## src/rtl/sparse_pkg.sv

```systemverilog
// rtl/sparse_pkg.sv - shared widths, state encoding and magnitude helper for the sparse packer
package sparse_pkg;

  localparam int D_WIDTH_DEF = 16;
  localparam int I_WIDTH_DEF = 4;
  localparam int ABS_W       = 32;

  typedef enum logic [1:0] {
    IDLE  = 2'd0,
    RUN   = 2'd1,
    DRAIN = 2'd2
  } state_t;

  // One extra bit so the most-negative input still yields a positive magnitude.
  function automatic logic [ABS_W:0] abs_mag(input logic [ABS_W-1:0] x);
    logic [ABS_W:0] e;
    e = {x[ABS_W-1], x};
    return x[ABS_W-1] ? (~e + (ABS_W+1)'(1)) : e;
  endfunction

endpackage

```

## src/rtl/sparse_packer_if.sv

```systemverilog
// rtl/sparse_packer_if.sv - dense input stream plus FIFO write port of the sparse packer
interface sparse_packer_if #(
  parameter int D_WIDTH = 16,
  parameter int I_WIDTH = 4
);
  logic               in_valid;
  logic               in_ready;
  logic [D_WIDTH-1:0] in_data;
  logic               fifo_full;
  logic               w_en;
  logic [D_WIDTH-1:0] data_out;
  logic [I_WIDTH-1:0] index_out;

  modport master (
    input  in_valid, in_data, fifo_full,
    output in_ready, w_en, data_out, index_out
  );

  modport slave (
    output in_valid, in_data, fifo_full,
    input  in_ready, w_en, data_out, index_out
  );
endinterface

```

## src/rtl/sparse_packer.sv

```systemverilog
// rtl/sparse_packer.sv - drops near-zero elements of a dense vector and emits (data, index) pairs
module sparse_packer
  import sparse_pkg::*;
#(
  parameter int D_WIDTH = D_WIDTH_DEF,
  parameter int I_WIDTH = I_WIDTH_DEF,
  parameter int THRESH  = 0
) (
  input  logic             clk,
  input  logic             rst,
  input  logic             start,
  sparse_packer_if.master  bus,
  output logic             busy,
  output logic             done,
  output logic [I_WIDTH:0] nnz_count
);

  state_t             state;
  logic               pend_valid;
  logic [D_WIDTH-1:0] pend_data;
  logic [I_WIDTH-1:0] pend_idx;
  logic [I_WIDTH-1:0] idx;
  logic [I_WIDTH:0]   nnz;

  logic               accept;
  logic               kept;
  logic [ABS_W-1:0]   in_ext;

  // Gating with rst keeps the FIFO untouched on a reset cycle.
  assign bus.w_en      = rst & pend_valid & ~bus.fifo_full;
  assign bus.in_ready  = rst & (state == RUN) & (~pend_valid | ~bus.fifo_full);
  assign bus.data_out  = pend_data;
  assign bus.index_out = pend_idx;
  assign busy          = (state != IDLE);

  assign accept = bus.in_valid & bus.in_ready;
  assign in_ext = {{(ABS_W-D_WIDTH){bus.in_data[D_WIDTH-1]}}, bus.in_data};
  assign kept   = abs_mag(in_ext) > (ABS_W+1)'(THRESH);

  always_ff @(posedge clk) begin
    if (!rst) begin
      state      <= IDLE;
      pend_valid <= 1'b0;
      pend_data  <= '0;
      pend_idx   <= '0;
      idx        <= '0;
      nnz        <= '0;
      nnz_count  <= '0;
      done       <= 1'b0;
    end else begin
      done <= 1'b0;
      if (bus.w_en)
        pend_valid <= 1'b0;
      case (state)
        IDLE: begin
          if (start) begin
            state <= RUN;
            idx   <= '0;
            nnz   <= '0;
          end
        end
        RUN: begin
          if (accept) begin
            if (kept) begin
              pend_valid <= 1'b1;
              pend_data  <= bus.in_data;
              pend_idx   <= idx;
              nnz        <= nnz + (I_WIDTH+1)'(1);
            end
            idx <= idx + I_WIDTH'(1);
            if (idx == {I_WIDTH{1'b1}})
              state <= DRAIN;
          end
        end
        DRAIN: begin
          if (!pend_valid || bus.w_en) begin
            state     <= IDLE;
            done      <= 1'b1;
            nnz_count <= nnz;
          end
        end
        default: state <= IDLE;
      endcase
    end
  end

endmodule

```

## src/flat_wrapper.sv

```systemverilog
// flat-port wrapper written by rule: the top's interface ports become plain ports
module sparse_packer_flat import sparse_pkg::*;
#(
  parameter int D_WIDTH = D_WIDTH_DEF,
  parameter int I_WIDTH = I_WIDTH_DEF,
  parameter int THRESH  = 0
)
  (clk, rst, start, busy, done, nnz_count, bus_in_valid, bus_in_data, bus_fifo_full, bus_in_ready, bus_w_en, bus_data_out, bus_index_out);
  sparse_packer_if #(.D_WIDTH(D_WIDTH), .I_WIDTH(I_WIDTH)) bus_i ();
  input  logic clk;
  input  logic rst;
  input  logic start;
  output logic busy;
  output logic done;
  output logic [I_WIDTH:0] nnz_count;
  input wire logic [$bits(bus_i.in_valid)-1:0] bus_in_valid;
  input wire logic [$bits(bus_i.in_data)-1:0] bus_in_data;
  input wire logic [$bits(bus_i.fifo_full)-1:0] bus_fifo_full;
  output wire logic [$bits(bus_i.in_ready)-1:0] bus_in_ready;
  output wire logic [$bits(bus_i.w_en)-1:0] bus_w_en;
  output wire logic [$bits(bus_i.data_out)-1:0] bus_data_out;
  output wire logic [$bits(bus_i.index_out)-1:0] bus_index_out;
  assign bus_i.in_valid = bus_in_valid;
  assign bus_i.in_data = bus_in_data;
  assign bus_i.fifo_full = bus_fifo_full;
  assign bus_in_ready = bus_i.in_ready;
  assign bus_w_en = bus_i.w_en;
  assign bus_data_out = bus_i.data_out;
  assign bus_index_out = bus_i.index_out;
  sparse_packer #(.D_WIDTH(D_WIDTH), .I_WIDTH(I_WIDTH), .THRESH(THRESH)) u_core (.clk(clk), .rst(rst), .start(start), .bus(bus_i), .busy(busy), .done(done), .nnz_count(nnz_count));
endmodule
```

## config.mk

```make
export PLATFORM = sky130hd
export DESIGN_NAME = sparse_packer_flat
export DESIGN_NICKNAME = d
export VERILOG_FILES = /design/src/rtl/sparse_pkg.sv /design/src/rtl/sparse_packer_if.sv /design/src/rtl/sparse_packer.sv /design/src/flat_wrapper.sv
export SDC_FILE = /design/constraint.sdc
export NUM_CORES = 1
export LEC_CHECK = 0
export ABC_CLOCK_PERIOD_IN_PS = 7840
export CAP_MARGIN = 20
export CORE_MARGIN = 10
export CORE_UTILIZATION = 30
export DETAILED_ROUTE_END_ITERATION = 10
export PLACE_DENSITY = 0.55
export SYNTH_ARGS = -nofsm -noshare
export SYNTH_HDL_FRONTEND = slang
export SYNTH_SLANG_ARGS = --single-unit
export TNS_END_PERCENT = 5
```

## constraint.sdc

```tcl
create_clock -name clk -period 7.84 [get_ports clk]
set_input_delay 2.352 -clock clk [delete_from_list [all_inputs] [get_ports clk]]
set_output_delay 2.352 -clock clk [all_outputs]
set_load 0.01 [all_outputs]
```

==> impl_metrics.toml <==
[run_status]
outcome = "finished, final reports clean"

[run]
maxCapViolations = 0

[sta]
setup_viol = 0
final.setup.tns_ns = 0
hold_violations = 0
max_freq_mhz = 159.9
relSlewSlack_pct = 63.55
skew_ns = 0.005635
worstMarginPinSlew_ns = 0.5450
period_share_pct = 79.76
slew_viol_final = 0
rsz0062_at_grt = "false"
period_minus_slack_ns = 6.253

[finish]
fin_area_mm2 = 0.002690
final_layout_size_suffix_gt1_share_pct = 15.03
n_antenna_cell = 0
nNetsFinal = 309
fin_cells = 366
areaGrowthSynthToFinish_pct = 29.99

[routing]
firstDrtPassIters = 4
avgViaCountPerCell = 4.768
drc = 0
wirelength_mm = 5.128
ant_nets = 0
wl_per_cell_um = 14.01
drtIter0Drc = 49
num_vias = 1745

[setup_path]
cp_cell_sequence = "clkdlybuf4s50_1, nand2_1, nor2_1, clkdlybuf4s50_1"
critPathLaunchType = "input pin"
r2r_slack_ns = 5.75
crit_fanout = 13
r2r-start = "u_core.state[1]$_SDFFE_PN0P_"
endpoint_kind = "output pin"
crit_required_ns = 5.49
critPathKind = "input pin to output pin"
critPathMaxStageDelay_ns = 0.75
timing.rr.end = "u_core.nnz[2]$_SDFFE_PN0P_"
slowest_stage = "clkdlybuf4s50_1"
arrival_ns = 3.90
r2r_cells = 7
crit_top_cell = "clkdlybuf4s50_1"
endpoint = "bus_w_en"
startpoint = "rst"

[pwr]
p_leak_uw = 0.0009732
cellPowerDensity_mw_per_mm2 = 153.3
ir_worst_vdd_mv = 0.06956
p_total_uw = 412.5

[placed_design]
place_inst = 358
port-buffer-count = 49
dp_hpwl_mm = 3.780
gp_congestion = 0.7643
placed_area_mm2 = 0.002599

[floorplan]
die_w_um = 103.1
rows = 30
io_pins = 50
core_area_mm2 = 0.006756
start_util_pct = 30.63
die_area_mm2 = 0.01062
die_h_um = 103.1

[yosys]
postSynthCellCount = 240
synth_compound_area_share_pct = 20.80
synthesis.nets = 264
synth.mux.area_fraction_pct = 3.930
synth_top_family_by_area = "simple AND/OR/NAND/NOR gates"
synth_area_leaders = "dfxtp_1, nand2_1, o21ai_2"
ys_ff_latch = 38
ys_warn_count = 0
ys_seq_area_share_pct = 36.76
synthDistinctLibCells = 47
synth_top_cell_by_area = "dfxtp_1"
synth_edf_count = 0
ys_async_sr_fraction_pct = 0
synth_top_area_share_pct = 36.76
synth-xor-area-share_pct = 2.116
netlist_area_mm2 = 0.002069
synth_adder_area_share_pct = 1.814
synthFlopType = "dfxtp_1"
synth_simple_gate_area_share_pct = 28.54
avgSynthCellArea_um2 = 8.623

[clock_network]
cts_setup_buffers = 0
clk_pin_slew_ns = 0.07
clock-sinks = 38
cts_hold_buffers = 0
ctsResizeCount = 0
cts_root_buffer = "clkbuf_8"
clock_latency_ns = 0.29
cts_tree = "done"
htreeDepth = 2
cts_buffer_depth = 2
cts-buffers-inserted = 5

[global_route]
antenna_found_initial = 0
track_usage_pct = 10.21
grt_max_degree = 27
grt_pass1_vias = 1703
grt_overflow = 0
grt_first_pass_wirelength_mm = 8.576

[min_path]
hold_class = "register to register"
[power by group]
part           leakage (uW)  internal (uW)  switching, uW
registers          0.000308            199           4.03
clock network     0.0000482           71.0           71.4
logic              0.000617           31.0           36.3
total              0.000973            301            112
[cell usage in the layout (no fill, tap or decap), types with 2 or more instances in the layout]
cell | synthesis | layout
nand2_1 | 55 | 55
clkdlybuf4s50_1 | 0 | 49
dfxtp_1 | 38 | 38
o21ai_2 | 20 | 20
inv_1 | 11 | 11
nor2_1 | 10 | 10
nor2b_1 | 9 | 9
mux2i_1 | 7 | 7
o21ai_0 | 6 | 6
clkbuf_8 | 0 | 6
and3_1 | 5 | 5
nand4_1 | 5 | 5
a21oi_1 | 5 | 5
nand3_1 | 5 | 5
xor2_1 | 4 | 4
nor4_2 | 3 | 3
a22oi_1 | 3 | 3
ha_1 | 3 | 3
and2b_1 | 2 | 2
nor3_1 | 2 | 2
o21a_1 | 2 | 2
o22ai_1 | 2 | 2
o21bai_1 | 2 | 2
a31oi_1 | 2 | 2
nor4_4 | 2 | 2
nand3b_1 | 2 | 2
a21boi_0 | 2 | 2
a21o_1 | 2 | 2
buf_4 | 0 | 2
[how the worst min path moves through the flow]
stage | from | to | slack, ns | cells after the start
6_report | u_core.state[1]$_SDFFE_PN0P_ | u_core.state[0]$_SDFFE_PN0P_ | 0.45 | 1
5_1_grt | u_core.state[1]$_SDFFE_PN0P_ | u_core.state[0]$_SDFFE_PN0P_ | 0.48 | 1
3_3_place_gp | u_core.state[1]$_SDFFE_PN0P_ | u_core.state[0]$_SDFFE_PN0P_ | 0.44 | 1
3_5_place_dp | u_core.state[1]$_SDFFE_PN0P_ | u_core.state[0]$_SDFFE_PN0P_ | 0.45 | 1
2_1_floorplan | u_core.state[1]$_SDFFE_PN0P_ | u_core.state[0]$_SDFFE_PN0P_ | 0.43 | 1
4_1_cts | u_core.state[1]$_SDFFE_PN0P_ | u_core.state[0]$_SDFFE_PN0P_ | 0.46 | 1
[area by class of cell]
type	count	area, um^2
Multi-Input combinational cell	178	1191
Timing Repair Buffer	51	505.5
Clock inverter	1	5.005
Tap cell	80	100.1
Clock buffer	7	86.33
Sequential cell	38	760.7
Inverter	11	41.29
Fill cell	705	4066
[metrics by stage]
stage | utilization [%] | hold WS, ns | setup WS [ns]
floorplan | - | 0.4268 | 2.418
global placement | 38.46 | 0.4409 | 1.577
detailed placement | 38.46 | 0.4470 | 1.578
CTS | 39.81 | 0.4595 | 1.580
global route | 39.81 | 0.4758 | 1.470
finish | 39.81 | 0.4548 | 1.587
[cells in the mapped netlist (all sizes together) (2+ instances only)]
library cell / instances
xor2: 4
a21o: 2
nor2: 10
mux2i: 7
o21ai: 26
o21bai: 2
nand2: 55
dfxtp: 38
clkbuf: 5
nor2b: 9
a22oi: 3
and3: 5
nor3: 3
ha: 3
o22ai: 2
nand3: 6
nand4: 5
a31oi: 3
and2b: 2
o21a: 2
a21oi: 6
nand3b: 2
nor3b: 2
buf: 8
nor4: 6
a21boi: 2
inv: 11
[routing by layer]
layer | global-route usage, % | up-vias | part of all wire, %
li1 | - | 922 | -
met1 | 13.29 | 783 | 49
met2 | 15.26 | 36 | 43
met3 | 3.217 | 4 | 6.1
met4 | 4.064 | 0 | 1.4
met5 | 0 | - | 0
[registers in the layout (all words and copies together) (netlist names)]
name                  count
u_core.bus.data_out      16
u_core.nnz                5
u_core.nnz_count          5
u_core.bus.index_out      4
u_core.idx                4
u_core.state              2
u_core.done               1
u_core.pend_valid         1
[cells by family after synthesis]
kind of cell,after synthesis
and+or+nand+nor,108
AOI/OAI and AO/OA,54
DFF,38
buffers and inverters,24
muxes,8
xor gates and xnor gates,5
adders and majority gates,3
[critical path: cells and delay by family]
family                 cells  cell delay [ns]
and+or+nand+nor            2             0.23
buffers and inverters      2             1.32
Power figures use the tool's default switching activity.
